--- src/rtl/buffer_loader_if.sv ---
// Packet handshake between the sender and buffer_loader.
// Ports: in_valid/in_data/in_sel from sender, in_ready back to it.
interface buffer_loader_if;
  logic       in_valid;
  logic       in_ready;
  logic [1:0] in_data;
  logic [1:0] in_sel;

  modport master (
    output in_valid,
    output in_data,
    output in_sel,
    input  in_ready
  );

  modport slave (
    input  in_valid,
    input  in_data,
    input  in_sel,
    output in_ready
  );
endinterface

--- src/rtl/buffer_loader.sv ---
// Loads 2-bit packets into four 6-entry shift queues for the reader.
// Ports: clk, rst (sync, active-high), in_if (valid/ready packet),
//   pop[3:0] per-queue pop, buffer1_o..buffer4_o packed queues
//   (entry i at [3i+2:3i], bit 3i = valid), occ1..occ4 occupancy,
//   drop_count saturating count of entries lost to overwrite.
module buffer_loader #(
  parameter bit OVERWRITE = 1'b0,
  parameter int DROP_W    = 8
) (
  input  logic              clk,
  input  logic              rst,
  buffer_loader_if.slave    in_if,
  input  logic [3:0]        pop,
  output logic [17:0]       buffer1_o,
  output logic [17:0]       buffer2_o,
  output logic [17:0]       buffer3_o,
  output logic [17:0]       buffer4_o,
  output logic [2:0]        occ1,
  output logic [2:0]        occ2,
  output logic [2:0]        occ3,
  output logic [2:0]        occ4,
  output logic [DROP_W-1:0] drop_count
);

  logic [17:0]       q_r   [4];
  logic [17:0]       q_n   [4];
  logic [2:0]        occ_r [4];
  logic [2:0]        occ_n [4];
  logic [2:0]        tail  [4];
  logic [3:0]        do_pop;
  logic [3:0]        do_push;
  logic [3:0]        ovf;
  logic [3:0]        shift;
  logic              accept;
  logic              ovw;
  logic [DROP_W-1:0] drop_r;

  // A pop on the target queue frees a slot in the same cycle,
  // so a full queue can still take a packet when it is popped.
  always_comb begin
    if (OVERWRITE) begin
      in_if.in_ready = 1'b1;
    end else begin
      in_if.in_ready = (occ_r[in_if.in_sel] < 3'd6)
                    || pop[in_if.in_sel];
    end
  end

  assign accept = in_if.in_valid && in_if.in_ready;

  // Pop first, then push at the post-pop tail. An overwrite is
  // a push into a full, un-popped queue: treat it as an implicit
  // head pop so the new packet lands at entry 5.
  always_comb begin
    for (int k = 0; k < 4; k++) begin
      do_push[k] = accept && (in_if.in_sel == 2'(k));
      do_pop[k]  = pop[k] && (occ_r[k] != 3'd0);
      ovf[k]     = do_push[k] && !pop[k]
                && (occ_r[k] == 3'd6);
      shift[k]   = do_pop[k] || ovf[k];
      q_n[k]     = shift[k] ? {3'b000, q_r[k][17:3]} : q_r[k];
      tail[k]    = occ_r[k] - {2'b00, shift[k]};
      occ_n[k]   = tail[k];
      if (do_push[k]) begin
        occ_n[k] = tail[k] + 3'd1;
        for (int i = 0; i < 6; i++) begin
          if (tail[k] == 3'(i)) begin
            q_n[k][3*i +: 3] = {in_if.in_data, 1'b1};
          end
        end
      end
    end
    ovw = |ovf;
  end

  always_ff @(posedge clk) begin
    if (rst) begin
      for (int k = 0; k < 4; k++) begin
        q_r[k]   <= '0;
        occ_r[k] <= '0;
      end
      drop_r <= '0;
    end else begin
      for (int k = 0; k < 4; k++) begin
        q_r[k]   <= q_n[k];
        occ_r[k] <= occ_n[k];
      end
      if (ovw && (drop_r != {DROP_W{1'b1}})) begin
        drop_r <= drop_r + DROP_W'(1);
      end
    end
  end

  assign buffer1_o  = q_r[0];
  assign buffer2_o  = q_r[1];
  assign buffer3_o  = q_r[2];
  assign buffer4_o  = q_r[3];
  assign occ1       = occ_r[0];
  assign occ2       = occ_r[1];
  assign occ3       = occ_r[2];
  assign occ4       = occ_r[3];
  assign drop_count = drop_r;

endmodule

--- src/flat_wrapper.sv ---
// flat-port wrapper written by rule: the top's interface ports become plain ports
module buffer_loader_flat 
#(
  parameter bit OVERWRITE = 1'b0,
  parameter int DROP_W    = 8
)
  (clk, rst, pop, buffer1_o, buffer2_o, buffer3_o, buffer4_o, occ1, occ2, occ3, occ4, drop_count, in_if_in_valid, in_if_in_data, in_if_in_sel, in_if_in_ready);
  buffer_loader_if in_if_i ();
  input  logic clk;
  input  logic rst;
  input  logic [3:0] pop;
  output logic [17:0] buffer1_o;
  output logic [17:0] buffer2_o;
  output logic [17:0] buffer3_o;
  output logic [17:0] buffer4_o;
  output logic [2:0] occ1;
  output logic [2:0] occ2;
  output logic [2:0] occ3;
  output logic [2:0] occ4;
  output logic [DROP_W-1:0] drop_count;
  input wire logic [$bits(in_if_i.in_valid)-1:0] in_if_in_valid;
  input wire logic [$bits(in_if_i.in_data)-1:0] in_if_in_data;
  input wire logic [$bits(in_if_i.in_sel)-1:0] in_if_in_sel;
  output wire logic [$bits(in_if_i.in_ready)-1:0] in_if_in_ready;
  assign in_if_i.in_valid = in_if_in_valid;
  assign in_if_i.in_data = in_if_in_data;
  assign in_if_i.in_sel = in_if_in_sel;
  assign in_if_in_ready = in_if_i.in_ready;
  buffer_loader #(.OVERWRITE(OVERWRITE), .DROP_W(DROP_W)) u_core (.clk(clk), .rst(rst), .in_if(in_if_i), .pop(pop), .buffer1_o(buffer1_o), .buffer2_o(buffer2_o), .buffer3_o(buffer3_o), .buffer4_o(buffer4_o), .occ1(occ1), .occ2(occ2), .occ3(occ3), .occ4(occ4), .drop_count(drop_count));
endmodule
--- config.mk ---
export PLATFORM = sky130hd
export DESIGN_NAME = buffer_loader_flat
export DESIGN_NICKNAME = d
export VERILOG_FILES = /design/src/rtl/buffer_loader_if.sv /design/src/rtl/buffer_loader.sv /design/src/flat_wrapper.sv
export SDC_FILE = /design/constraint.sdc
export NUM_CORES = 1
export LEC_CHECK = 0
export BUFFER_PORTS_ARGS = -buffer_cell sky130_fd_sc_hd__buf_4
export CAP_MARGIN = 20
export CELL_PAD_IN_SITES_DETAIL_PLACEMENT = 0
export CELL_PAD_IN_SITES_GLOBAL_PLACEMENT = 2
export CORE_MARGIN = 2
export CORE_UTILIZATION = 29
export DETAILED_ROUTE_END_ITERATION = 6
export HOLD_SLACK_MARGIN = 0.02
export PLACE_DENSITY_LB_ADDON = 0.08
export SLEW_MARGIN = 10
export SYNTH_ARGS = -nofsm -noshare
export SYNTH_HDL_FRONTEND = slang
export SYNTH_SLANG_ARGS = --single-unit
--- constraint.sdc ---
create_clock -name clk -period 2.7 [get_ports clk]
set_input_delay 0.135 -clock clk [delete_from_list [all_inputs] [get_ports clk]]
set_output_delay 0.135 -clock clk [all_outputs]
set_load 0.01 [all_outputs]
# Word level (Yosys, flattened, before mapping)
# Memories as Yosys holds them, arrays and structs flattened.
# Index checks and enable logic that the tools add are counted.
# classes
n_reduce_logical	37
magnitude_cmp	2
bitwise_logic	8
n_mux	49
add_sub_neg	9
eq_ne	28
# ops
op	n
$mux 18	12
$mux 3	32
$eq 3x3->1 const B	12
$eq 3x2->1 const B	8
$logic_and 1x1->1	18
$add 3x1->3 const B	4
$eq 3x1->1 const B	4
$logic_not 3->1	4
$reduce_bool 3->1	4
$sub 3x1->3	4
$add 8x1->8 const B	1
$ne 8x8->1 const B	1
$or 1x1->1	8
$logic_or 1x1->1	5
$eq 2x2->1 const B	2
$logic_not 1->1	4
$mux 1	4
$reduce_or 4->1	1
$lt 2x3->1 const B	1
$lt 3x3->1 const B	1
$bmux 1 s2	1
$eq 2x1->1 const B	1
$logic_not 2->1	1
# totals
ram_bits	84
mem_count	2
elab_cells	136
regBits	8
in_bits	11
output_inout_bits	93
# mem_list
memory	words	width	rd	rd_clocked_by_memory_dff	wr	line_no	text
u_core.q_r	4	18	4	0	4	buffer_loader.sv:25	logic [17:0] q_r [4];
u_core.occ_r	4	3	5	0	4	buffer_loader.sv:27	logic [2:0] occ_r [4];

# Depth between registers and ports, before layout
# Gate-level depths: netlist of the first run.
# depth
word_depth	13
mapped_depth	11
depth_no_buf	10

# Least setup slack after synthesis of the first run
# OpenSTA, ideal clock, no wires.
# synth_path
path_kind	register to register
from	mem u_core.occ_r[0][0]
to	mem u_core.q_r[0][4]
arrival_ns	2.558
slack_ns	0.020
synth_period_minus_slack_ns	2.680
n_path_buf	1
path_stages_with_launch	10
setup_ns	0.121
t_required_ns	2.579
path_cell_list	dfxtp_1 > o31ai_4 > inv_1 > buf_2 > ha_1 > ha_1 > and4bb_2 > o211ai_1 > or2_4 > mux2_4
# synth_lines
element	line_no
start: declaration	buffer_loader.sv:27
end: declaration	buffer_loader.sv:25

==> results of run 1 <==
[final cells by class]
class                      instances  area [µm²]
tap                              211       264.0
sequential                        92        1842
timing repair buffer             116       870.8
inverter                          22       82.58
multi-input combinational        368        2466
clock inverter                     7       100.1
clock buffer                       9       225.2
fill                            1591        9408
[metrics by stage]
stage / total power, mW / std cells / instance area (µm²)
2_1_floorplan: 3.422 / 511 / 4538
3_3_place_gp: 4.330 / 809 / 5525
3_5_place_dp: 4.323 / 809 / 5525
4_1_cts: 5.746 / 825 / 5851
5_1_grt: 6.069 / 825 / 5851
6_report: 5.678 / 825 / 5851
[layer usage]
layer	up-vias	track usage (%)
met5	-	0
met4	0	5.435
met3	13	4.500
met2	88	26.74
met1	1907	21.67
li1	1988	-
[Yosys cell counts, types with 3 or more instances]
cell,count,area share [%]
a311oi_1,8,1.5
nand2b_1,6,0.83
mux2_2,14,3.5
buf_2,8,0.88
xnor2_1,3,0.58
inv_1,17,1.4
nand2_1,94,7.8
clkbuf_1,13,1.1
buf_4,3,0.50
and2_1,3,0.41
or3b_1,3,0.58
inv_2,4,0.33
nor2b_1,14,1.9
o2111ai_1,4,0.77
a211oi_1,12,2.0
nand3b_1,6,0.99
mux2i_1,22,4.9
a21oi_1,27,3.0
or3_1,6,0.83
a31oi_1,20,2.8
o31ai_4,3,1.4
nor2_1,45,3.7
nand3_1,8,0.88
nor3_1,5,0.55
buf_6,3,0.74
ha_1,15,4.1
nand4_1,7,0.96
dfxtp_1,92,41
[power groups by stage]
stage,Combinational (mW),Sequential [mW],Clock [mW]
CTS,2.49,1.82,1.44
floorplan,1.52,1.90,0
global placement,2.49,1.84,0
global route,2.74,1.85,1.48
finish,2.46,1.82,1.40
detailed placement,2.47,1.85,0
[worst max-delay path: stages, from the launching register on]
cell,delay (ps)
dfxtp_1,370
o31ai_4,250
inv_1,90
ha_1,190
ha_1,380
and4bb_2,280
o211ai_1,130
or2_4,290
mux2_4,290
[layout by cell type (no fill, tap or decap), drive strengths merged, types with 4 or more instances in the layout]
master,Yosys,final
nand3b,7,7
clkbuf,13,9
and2,4,4
inv,21,22
nand4,9,9
nor3,6,6
a31oi,20,20
mux2,16,16
a21oi,28,28
o2111ai,4,4
buf,16,116
nor2b,14,14
dfxtp,92,92
nand2b,6,6
xor2,4,4
nor2,45,45
nand2,94,94
or3,6,6
ha,15,15
a211oi,13,13
mux2i,22,22
a311oi,8,8
o31ai,7,7
nand3,8,8
[flip-flops by register name (all words and copies together) (netlist names)]
signal             cells
u_core.occ_r          12
u_core.q_r            72
u_core.drop_count      8
[worst max-delay path by stage]
stage,from,endpoint,slack [ps],cells after the start
floorplan,u_core.occ_r[0][0],u_core.q_r[0][4],20,9
global placement,u_core.occ_r[0][1],u_core.q_r[0][5],410,8
detailed placement,u_core.occ_r[0][1],u_core.q_r[0][5],340,8
CTS,u_core.occ_r[0][1],u_core.q_r[0][5],320,8
global route,u_core.occ_r[2][1],u_core.q_r[2][10],30,10
finish,u_core.occ_r[0][1],u_core.q_r[0][5],320,8
[cell families after synthesis]
kind of cell / after synthesis / share of synthesized area, %
adders and majority gates: 15 / 4.136
DFF: 92 / 40.58
and+or+nand+nor: 212 / 22.83
buffers and inverters: 51 / 5.183
AOI/OAI and AO/OA: 95 / 16.10
muxes: 39 / 9.484
xor gates and xnor gates: 7 / 1.682
==> run summary, run 1 <==
The run finished with clean final reports. Routed metal-1 wirelength: 6308 µm. The pin slew with the least headroom to its limit came out at 607.2 ps.

In this run the critical register-to-register path is launched from u_core.occ_r[0][1]. The detail route stage leaves a number of antenna-violating nets equal to 0. The worst slack at placement came out at 335.6 ps. The clock latency of the later-clocked register in the worst-skew pair is 350 ps.

The startpoint of the tightest hold check path is in_if_in_data[0]. The final worst slack came out at 315.4 ps. Once detailed placement completed, the half-perimeter wirelength came to 9691 µm. Setup violations remaining at the end of the flow were counted as 0.

In this run, flip-flops and latches consume 32.0% of the power. TritonCTS built the clock tree. The synthesis-to-layout area growth works out to 28.92%. The total global routing overflow was 0. For the static leakage power, the log shows 2.472 nW.

After technology mapping, the gate count stands at 511. For this configuration, the core starts out at a cell density of 29.74%. The H-tree was split into 3 levels. A synthesized cell averages 8.881 µm². Counting cells, the worst reg-to-reg path comes to 8. The top routing layer in use was met4.

For the worst-case register-to-register setup slack, the log shows 320 ps. The last weighted congestion value of the routability-driven placer was 0.8392; the maximum vdd ir drop was 0.3672 mV. Setup repair after global routing left no endpoint under its margin. The run gives 4 as the number of iterations in the first detailed-routing pass. The cell-internal power was 3.409 mW. Cells with a size suffix above 1 make up 28.66% of the layout.

The share of async-settable or async-resettable flops after synthesis was 0%. The launching element type of the critical path is a flop. For the number of top-level pins, the log shows 104. Clock root buffer master: clkbuf_16. The logs give 2 for the maximum buffer depth of the clock tree and 537 for the synthesized net count. Yosys printed 0 warnings.

Dividing total power by cell area gives a power density of 970.5 nW/µm². Total negative setup slack: 0 ps. The net count reported at finish was 635; the switching portion of total power was 39.97%.

The number of antenna diodes in the final layout is 0. For the detailed-routed wire length on met2, the log shows 6345 µm. Once the clock tree was built, the setup fixing pass inserted 0 buffers. Clock skew on the completed layout was measured at 3.686 ps.

The endpoint identified for the worst register-to-register timing path is u_core.q_r[0][5]. The run gives 0 as the number of remaining DRC errors. The worst hold path terminates at u_core.q_r[1][16].

In this run, synthesis produced a sequential element count of 92. For the worst setup path, the data required time is 2940 ps. STA classifies the critical path endpoint as a flop. For the number of global-route vias before repair, the log shows 3931. For this design, the CTS-stage hold fixing added 0 buffers. In this run, post-CTS repair resized a total of 0 instances. The achievable clock frequency was 419.4 MHz; the final-report hold violation count was 0. The worst path uses 88.32% of the clock period.

Clock tree synthesis found a total of 92 sinks. Row generation in the floorplan step produced 45 rows. During placement, the flow inserted port buffers numbering 103. The critical-path maximum fanout came out at 5. For this run, the leading register cell type out of synthesis is dfxtp_1. The critical path is of the flop to flop type.

At the worst endpoint, the arrival time is 2630 ps. After clock tree synthesis, the clock-pin slew on the worst setup and hold paths is 70 ps. The min-delay analysis places its worst path in the category input port to flop. Entering global routing, the biggest net connects 56 pins.

The run gives 24.6% as the part of the power in the clock network. Total wirelength of the detailed-routed design: 13600 µm. Across the run, the number of max-cap violations was 0. The overall die width came out at 129.1 µm. The logs give 15260 µm² for the placeable core area and 725 µm for the met3 layer wire length in the routed design. After the first detailed-routing iteration, the DRC count stood at 159. The first-pass GRT wire length is 21400 µm, and the max-slew headroom at the worst pin is 59.52%.

Dividing the detail-routed via count by the number of cells gives 4.844. Combinational cells account for 43.4% of the total power. Time the final worst path needs with I/O delays and setup: 2385 ps. The post-synthesis instance area was 4538 µm²; the vertical die dimension was 129.1 µm. The initial antenna violation count was 0.

Wire length per cell after detailed routing: 16.48 µm. In this run the power spent charging and discharging nets is 2.269 mW. The tools report the final cell utilization of the core as 38.34%.

Across all hold checks on the routed design, the worst slack comes to 164.0 ps. The run gives 9 as the total clock buffers created by CTS. Yosys mapped a number of flops with a built-in enable equal to 0. The worst hold path was traced through 3 stages. For the number of slew-limit violations in the final report, the log shows 0.

The detailed-route via count is 3996, and the global router's overall resource usage is 16.60%. For the sequential cell area fraction in the yosys report, the log shows 40.58%. The die area came out at 16670 µm². After synthesis, the netlist uses 62 different library cells.
Power figures use the tool's default switching activity.
==> run 2, diff against run 1 <==
CORE_UTILIZATION = 23   (was 29)
SKIP_LAST_GASP = 1   (was unset)
==> run 2 against run 1 <==
  * Clock skew rose by 1.4 ps
  * Total power shrank 0.49%
  * Critical endpoint unchanged
  * Hold slack barely moved
  * Count of clock-buffer cells in the layout up 1
  * Cell count grew 6.8%
  * Combinational power about the same
  * Utilization down 7.8 points
  * Register-to-register slack better by 30 ps
  * Die area increased by 25%
==> run summary, run 2 (synthesis results as in run 1) <==
The run finished with clean final reports. The overall die width is 144.5 µm (was 129.1 µm). The wire length per cell after detailed routing is 16.55 µm (was 16.48 µm), and the met3 layer wire length in the routed design is 891 µm (was 725 µm). The proportion of power drawn by flip-flops and latches is 31.9% (was 32.0%). The highest-delay cell along the critical path is ha_1 (unchanged). The worst setup path startpoint is u_core.occ_r[0][0] (was u_core.occ_r[0][1]).

For the share of power burned in combinational logic, the log shows 44.1% (was 43.4%). The pin slew with the least headroom to its limit works out to 591.4 ps (was 607.2 ps). The clock latency of the later-clocked register in the worst-skew pair came out at 350 ps (about the same).

The path type of the worst setup path is flop to flop (unchanged). The run gives 5 (was 4) as the number of iterations in the first detailed-routing pass. Worst-case hold path end point: u_core.q_r[1][16] (unchanged). The final cell utilization of the core is 30.51% (was 38.34%).

Endpoint of the lowest-slack register-to-register path: u_core.q_r[0][5] (unchanged). The part of the power in the clock network was 24.0% (was 24.6%). Number of H-tree branching levels: 3 (unchanged). The final-report hold violation count is 0 (unchanged), and the total global routing overflow is 0 (unchanged). The number of buffers inserted by hold repair at cts is 0 (unchanged), and the detailed-route via count is 3988 (was 3996).

For the final setup violation count, the log shows 0 (unchanged). The largest register by flop count is u_core.q_r (unchanged). The final worst slack is 345.6 ps (was 315.4 ps).

The achievable clock frequency came out at 424.7 MHz (was 419.4 MHz). The power density relative to cell area is 954.5 nW/µm² (was 970.5 nW/µm²), and the fraction of final layout cells with drive strength greater than 1 is 28.90% (was 28.66%). The number of global-route vias before repair was 4066 (was 3931). Commonest non-fill, non-tap cells in the layout: buf_4, nand2_1, dfxtp_1 (unchanged). The first-pass GRT wire length was 22950 µm (was 21400 µm); the path depth of the worst reg2reg path was 8 (unchanged).

The logs give 0 (unchanged) for the number of remaining DRC errors and 0.7743 (was 0.8392) for the last weighted congestion value of the routability-driven placer. The reg-to-reg critical path startpoint was u_core.occ_r[0][0] (was u_core.occ_r[0][1]). The total wirelength of the detailed-routed design is 14580 µm (was 13600 µm), and the number of routed nets with antenna violations is 0 (unchanged). The clock net sink count is 92 (unchanged). The tools report the global router's overall resource usage as 14.38% (was 16.60%).

The total negative setup slack is 0 ps (unchanged), and the worst clock skew is 5.052 ps (was 3.686 ps). Top routing layer in use: met4 (unchanged). The tools report the initial DRC count as 122 (was 159).

The path type of the worst min-delay path is input port to flop (unchanged). The nature of the critical path endpoint was a flop (unchanged). For the initial antenna violation count, the log shows 0 (unchanged). The vertical die dimension was 144.5 µm (was 129.1 µm). The placeable core area came out at 19400 µm² (was 15260 µm²). The count of input and output buffers is 103 (unchanged). The detailed placement HPWL came out at 10490 µm (was 9691 µm).

The static leakage power is 2.483 nW (was 2.472 nW), and the maximum vdd ir drop is 0.3534 mV (was 0.3672 mV). Delay of the slowest cell on the worst path: 370 ps (was 380 ps). The run gives 104 (unchanged) as the number of top-level pins. For the post-cts gate resize count, the log shows 0 (unchanged). The logs give 0 (unchanged) for the number of slew-limit violations in the final report and 350 ps (was 320 ps) for the worst-case register-to-register setup slack. The tools report the startpoint of the tightest hold check path as in_if_in_data[0] (unchanged).

The cell type with the highest occurrence count on the critical path was ha_1 (unchanged). The largest net degree at the start of global routing was 51 (was 56). The data arrival time of the worst path is 2590 ps (was 2630 ps), and the switching portion of total power is 40.62% (was 39.97%). For the switching power total, the log shows 2.295 mW (was 2.269 mW). The tools report the post-CTS setup buffer count as 0 (unchanged).

The detail-routed via count per cell is 4.527 (was 4.844), and the routed metal-1 wirelength is 6758 µm (was 6308 µm). The detailed-routed wire length on met2 was 6703 µm (was 6345 µm); the required time of the critical path was 2930 ps (was 2940 ps). Series of cell instances along the critical path: o31ai_4 > inv_1 > ha_1 > ha_1 > and4bb_2 > o211ai_1 > or2_4 > mux2_4 (unchanged). The leading cell type in the layout, fill and taps excluded is buf_4 (unchanged). The tools report the worst slack at placement as 361.4 ps (was 335.6 ps). The launching element type of the critical path is a flop (unchanged).

The antenna diode count was 0 (unchanged); the time the final worst path needs with I/O delays and setup was 2354 ps (was 2385 ps). For the max capacitance violation total, the log shows 0 (unchanged). Tightest hold margin: 163.5 ps (was 164.0 ps). Setup repair after global routing left no endpoint under its margin. The synthesis-to-layout area growth came out at 30.44% (was 28.92%). The number of flip-flops in the largest register is 72 (unchanged), and the critical-path maximum fanout is 4 (was 5).

The logs give 23.39% (was 29.74%) for the effective utilization at floorplan and 51 (was 45) for the number of standard-cell rows in the floorplan. The net count reported at finish is 637 (was 635), and the ratio of final minimum period to clock period is 87.20% (was 88.32%). For the die area, the log shows 20870 µm² (was 16670 µm²).

For the cell-internal power, the log shows 3.355 mW (was 3.409 mW). The clock root buffer master is clkbuf_16 (unchanged). TritonCTS built the clock tree. The hold path depth was 3 (unchanged); the post-CTS clock slew at the launch and capture registers of the worst setup and hold paths was 70 ps (about the same). Maximum buffer depth of the clock tree: 2 (unchanged).

The max-slew headroom at the worst pin was 60.57% (was 59.52%). For the total clock buffers created by CTS, the log shows 9 (unchanged).
run 2: changes by cell type in the layout (fill, tap and decap cells not counted), sizes merged:
cell,previous run,this run
buf,116,118
bufinv,2,1
clkbuf,9,10
clkinv,2,4
clkinvlp,3,1
run 2: layout make-up:
class | count | area (µm²)
clock inverter | 6 | 72.57
multi-input combinational | 368 | 2466
fill | 2113 | 13480
timing repair buffer | 118 | 885.9
sequential | 92 | 1842
clock buffer | 10 | 239.0
inverter | 22 | 82.58
tap | 265 | 331.6
run 2: stage by stage:
stage	power (mW)	cells	instance area (µm²)
3_5_place_dp	4.351	865	5608
2_1_floorplan	3.422	511	4538
3_3_place_gp	4.377	865	5608
5_1_grt	6.082	881	5919
4_1_cts	5.746	881	5919
6_report	5.650	881	5919
run 2: per-layer routing:
layer,GRT usage (%),vias up
met5,0,-
li1,-,1991
met1,18.13,1883
met4,4.241,0
met2,23.97,102
met3,3.974,12
run 2: how the worst max path moves through the flow:
stage | endpoint | slack [ps] | cells past startpoint
finish | u_core.q_r[0][5] | 350 | 8
global route | u_core.q_r[2][11] | 100 | 10
CTS | u_core.q_r[0][5] | 340 | 8
detailed placement | u_core.q_r[0][5] | 360 | 8
global placement | u_core.q_r[0][5] | 420 | 8
floorplan | u_core.q_r[0][4] | 20 | 9
run 2: critical path, delay by kind of cell, from the launching register on:
kind	cells	cell delay (ps)
compound gates	2	390
flops	1	350
buf+inv	1	80
fa+ha+maj	2	550
simple gates	2	570
mux	1	290
run 2: power groups by stage:
stage	logic, mW	registers [mW]	clock network, mW
4_1_cts	2.52	1.81	1.41
6_report	2.49	1.80	1.35
3_3_place_gp	2.54	1.84	0
5_1_grt	2.80	1.84	1.45
3_5_place_dp	2.51	1.84	0
2_1_floorplan	1.52	1.90	0
==> run 3, diff against run 2 <==
CORE_UTILIZATION = 29   (was 23)
RECOVER_POWER = 100   (was unset)
==> run 3 against run 2 <==
  * Combinational power fell by 11%
  * Clock power up 4%
  * Die area down 20%
  * Non-clock buffer count shrank 2
  * Count of clock-buffer cells in the layout is 1 lower
  * First-iteration DRC count up 25%
  * Fmax decreased by 7.7%
  * Clock skew shrank 1.3 ps
  * Hold slack gained 0.52 ps
  * Register-to-register slack worse by 200 ps
  * Sequential power about the same
  * Largest cell class unchanged
  * Highest routed layer unchanged
==> run summary, run 3 (synthesis results as in run 1) <==
The run finished with clean final reports. The tools report the number of remaining DRC errors as 0 (unchanged). The logs give 3998 (was 3988) for the detailed-route via count and 391.8 MHz (was 424.7 MHz) for the achievable clock frequency. The number of routed nets with antenna violations is 0 (unchanged). The pin slew with the least headroom to its limit was 1190 ps (was 591.4 ps); the placeable core area was 15260 µm² (was 19400 µm²). The wire length per cell after detailed routing is 16.45 µm (was 16.55 µm). The logs give 0 (unchanged) for the initial antenna violation count and 0 (unchanged) for the final-report hold violation count. The first-pass GRT wire length was 21400 µm (was 22950 µm); the post-CTS clock slew at the launch and capture registers of the worst setup and hold paths was 70 ps (about the same). Number of flip-flops in the largest register: 72 (unchanged).

The worst-case register-to-register setup slack came out at 150 ps (was 350 ps). The logs give 6 (was 5) for the number of iterations in the first detailed-routing pass and 1660 (was 2113) for the number of inserted filler cells in the final layout. The ratio of final minimum period to clock period was 94.52% (was 87.20%). The highest-delay cell along the critical path was ha_1 (unchanged). The reg-to-reg critical path startpoint is u_core.occ_r[0][1] (was u_core.occ_r[0][0]). The number of H-tree branching levels is 3 (unchanged). The number of global-route vias before repair was 3931 (was 4066); the hold path depth was 3 (unchanged). The run gives 56 (was 51) as the largest net degree at the start of global routing. The maximum buffer depth of the clock tree was 2 (unchanged). The tools report the total clock buffers created by CTS as 9 (unchanged). The logs give 45 (was 51) for the number of standard-cell rows in the floorplan and 16.60% (was 14.38%) for the global router's overall resource usage.

TritonCTS built the clock tree. The net count reported at finish was 635 (was 637); the static leakage power was 2.041 nW (was 2.483 nW). Count of input and output buffers: 103 (unchanged). The initial DRC count is 152 (was 122). The worst clock skew was 3.791 ps (was 5.052 ps); the data arrival time of the worst path was 2790 ps (was 2590 ps). The path type of the worst min-delay path was input port to flop (unchanged). The tools report the clock root buffer master as clkbuf_16 (unchanged). The nature of the critical path endpoint was a flop (unchanged). The critical path depth works out to 8 (unchanged).

The tools report the antenna diode count as 0 (unchanged). For the effective utilization at floorplan, the log shows 29.74% (was 23.39%). The vertical die dimension is 129.1 µm (was 144.5 µm), and the final setup violation count is 0 (unchanged). For the last weighted congestion value of the routability-driven placer, the log shows 0.8392 (was 0.7743).

The overall die width is 129.1 µm (was 144.5 µm), and the path depth of the worst reg2reg path is 8 (unchanged). The required time of the critical path came out at 2940 ps (was 2930 ps). Largest register by flop count: u_core.q_r (unchanged). The worst-case hold path end point is u_core.q_r[1][16] (unchanged).

For the max capacitance violation total, the log shows 0 (unchanged). Post-CTS setup buffer count: 0 (unchanged). The cell type with the highest occurrence count on the critical path was ha_1 (unchanged).

The total negative setup slack is 0 ps (unchanged). The endpoint of the lowest-slack register-to-register path is u_core.q_r[0][4] (was u_core.q_r[0][5]). The number of top-level pins came out at 104 (unchanged). Startpoint of the tightest hold check path: in_if_in_data[0] (unchanged). The buffering stage count on the worst path with inverters included was 1 (unchanged). Path type of the worst setup path: flop to flop (unchanged). The tightest hold margin was 164.1 ps (was 163.5 ps); the clock latency of the later-clocked register in the worst-skew pair was 350 ps (about the same).

Critical-path maximum fanout: 5 (was 4). Clock net sink count: 92 (unchanged). The launching element type of the critical path was a flop (unchanged). For the post-cts gate resize count, the log shows 0 (unchanged).

Largest delay contributor family on the critical path: simple AND/OR/NAND/NOR gates (unchanged). The die area came out at 16670 µm² (was 20870 µm²). Setup repair after global routing left no endpoint under its margin.

The detail-routed via count per cell is 4.846 (was 4.527), and the number of buffers inserted by hold repair at cts is 0 (unchanged). Number of slew-limit violations in the final report: 0 (unchanged). Commonest non-fill, non-tap cells in the layout: nand2_1, clkbuf_1, dfxtp_1 (was buf_4, nand2_1, dfxtp_1).

The detailed placement HPWL was 9691 µm (was 10490 µm); the fraction of final layout cells with drive strength greater than 1 was 11.07% (was 28.90%). The max-slew headroom at the worst pin is 20.66% (was 60.57%). The power density relative to cell area is 996.4 nW/µm² (was 954.5 nW/µm²), and the synthesis-to-layout area growth is 19.16% (was 30.44%). Series of cell instances along the critical path: o31ai_1 > inv_1 > ha_1 > ha_1 > and4bb_2 > o211ai_1 > or2_0 > mux2_1 (was o31ai_4 > inv_1 > ha_1 > ha_1 > and4bb_2 > o211ai_1 > or2_4 > mux2_4). The maximum vdd ir drop was 0.3572 mV (was 0.3534 mV); the time the final worst path needs with I/O delays and setup was 2552 ps (was 2354 ps). The tools report the total wirelength of the detailed-routed design as 13570 µm (was 14580 µm).

The delay of the slowest cell on the worst path is 380 ps (was 370 ps). The run gives 0 (unchanged) as the total global routing overflow.
[run 3: cell type report]
| class | instances | area, µm² | share of cell area (%) |
|---|---|---|---|
| clock buffers | 9 | 225.2 | 4.165 |
| clock inverters | 7 | 100.1 | 1.851 |
| inverters | 22 | 82.58 | 1.527 |
| multi-input cells | 368 | 2381 | 44.03 |
| flip-flops and latches | 92 | 1842 | 34.06 |
| well taps | 211 | 264.0 | 4.882 |
| repair buffers | 116 | 513.0 | 9.486 |
[run 3: per-layer routing]
metal  up-vias  global-route usage, %  share of wire, %
met1      1910                  21.67                47
met4         0                  5.435               1.7
li1       1985                      -                 -
met5         -                      0                 0
met2        88                  26.74                46
met3        15                  4.500               5.3
[run 3: worst min-delay path: cells and delay by family]
| family | cells | cell delay, ps |
|---|---|---|
| and+or+nand+nor | 1 | 90 |
| AOI/OAI and AO/OA | 1 | 60 |
| buffers and inverters | 1 | 180 |
[run 3: worst max path at each step]
stage | start | to | slack [ps]
2_1_floorplan | u_core.occ_r[0][0] | u_core.q_r[0][4] | 20
3_3_place_gp | u_core.occ_r[0][1] | u_core.q_r[0][5] | 410
3_5_place_dp | u_core.occ_r[0][1] | u_core.q_r[0][5] | 340
4_1_cts | u_core.occ_r[0][1] | u_core.q_r[0][5] | 320
5_1_grt | u_core.occ_r[2][1] | u_core.q_r[2][10] | 20
6_report | u_core.occ_r[0][1] | u_core.q_r[0][4] | 150
[run 3: per-stage QoR]
stage	std cells	setup WS, ps	utilization, %	area (µm²)	total power, mW
6_report	825	148.0	35.44	5408	5.388
5_1_grt	825	24.02	35.44	5408	5.785
4_1_cts	825	316.3	38.34	5851	5.746
3_5_place_dp	809	335.6	36.21	5525	4.323
3_3_place_gp	809	412.3	36.21	5525	4.330
2_1_floorplan	511	20.48	-	4538	3.422
[run 3: where the power goes]
group	leakage (nW)	total, mW	internal [mW]	switching, mW
clock network	0.148	1.40	0.816	0.579
registers	0.746	1.78	1.58	0.199
logic	1.15	2.21	0.793	1.42
total	2.04	5.39	3.19	2.20
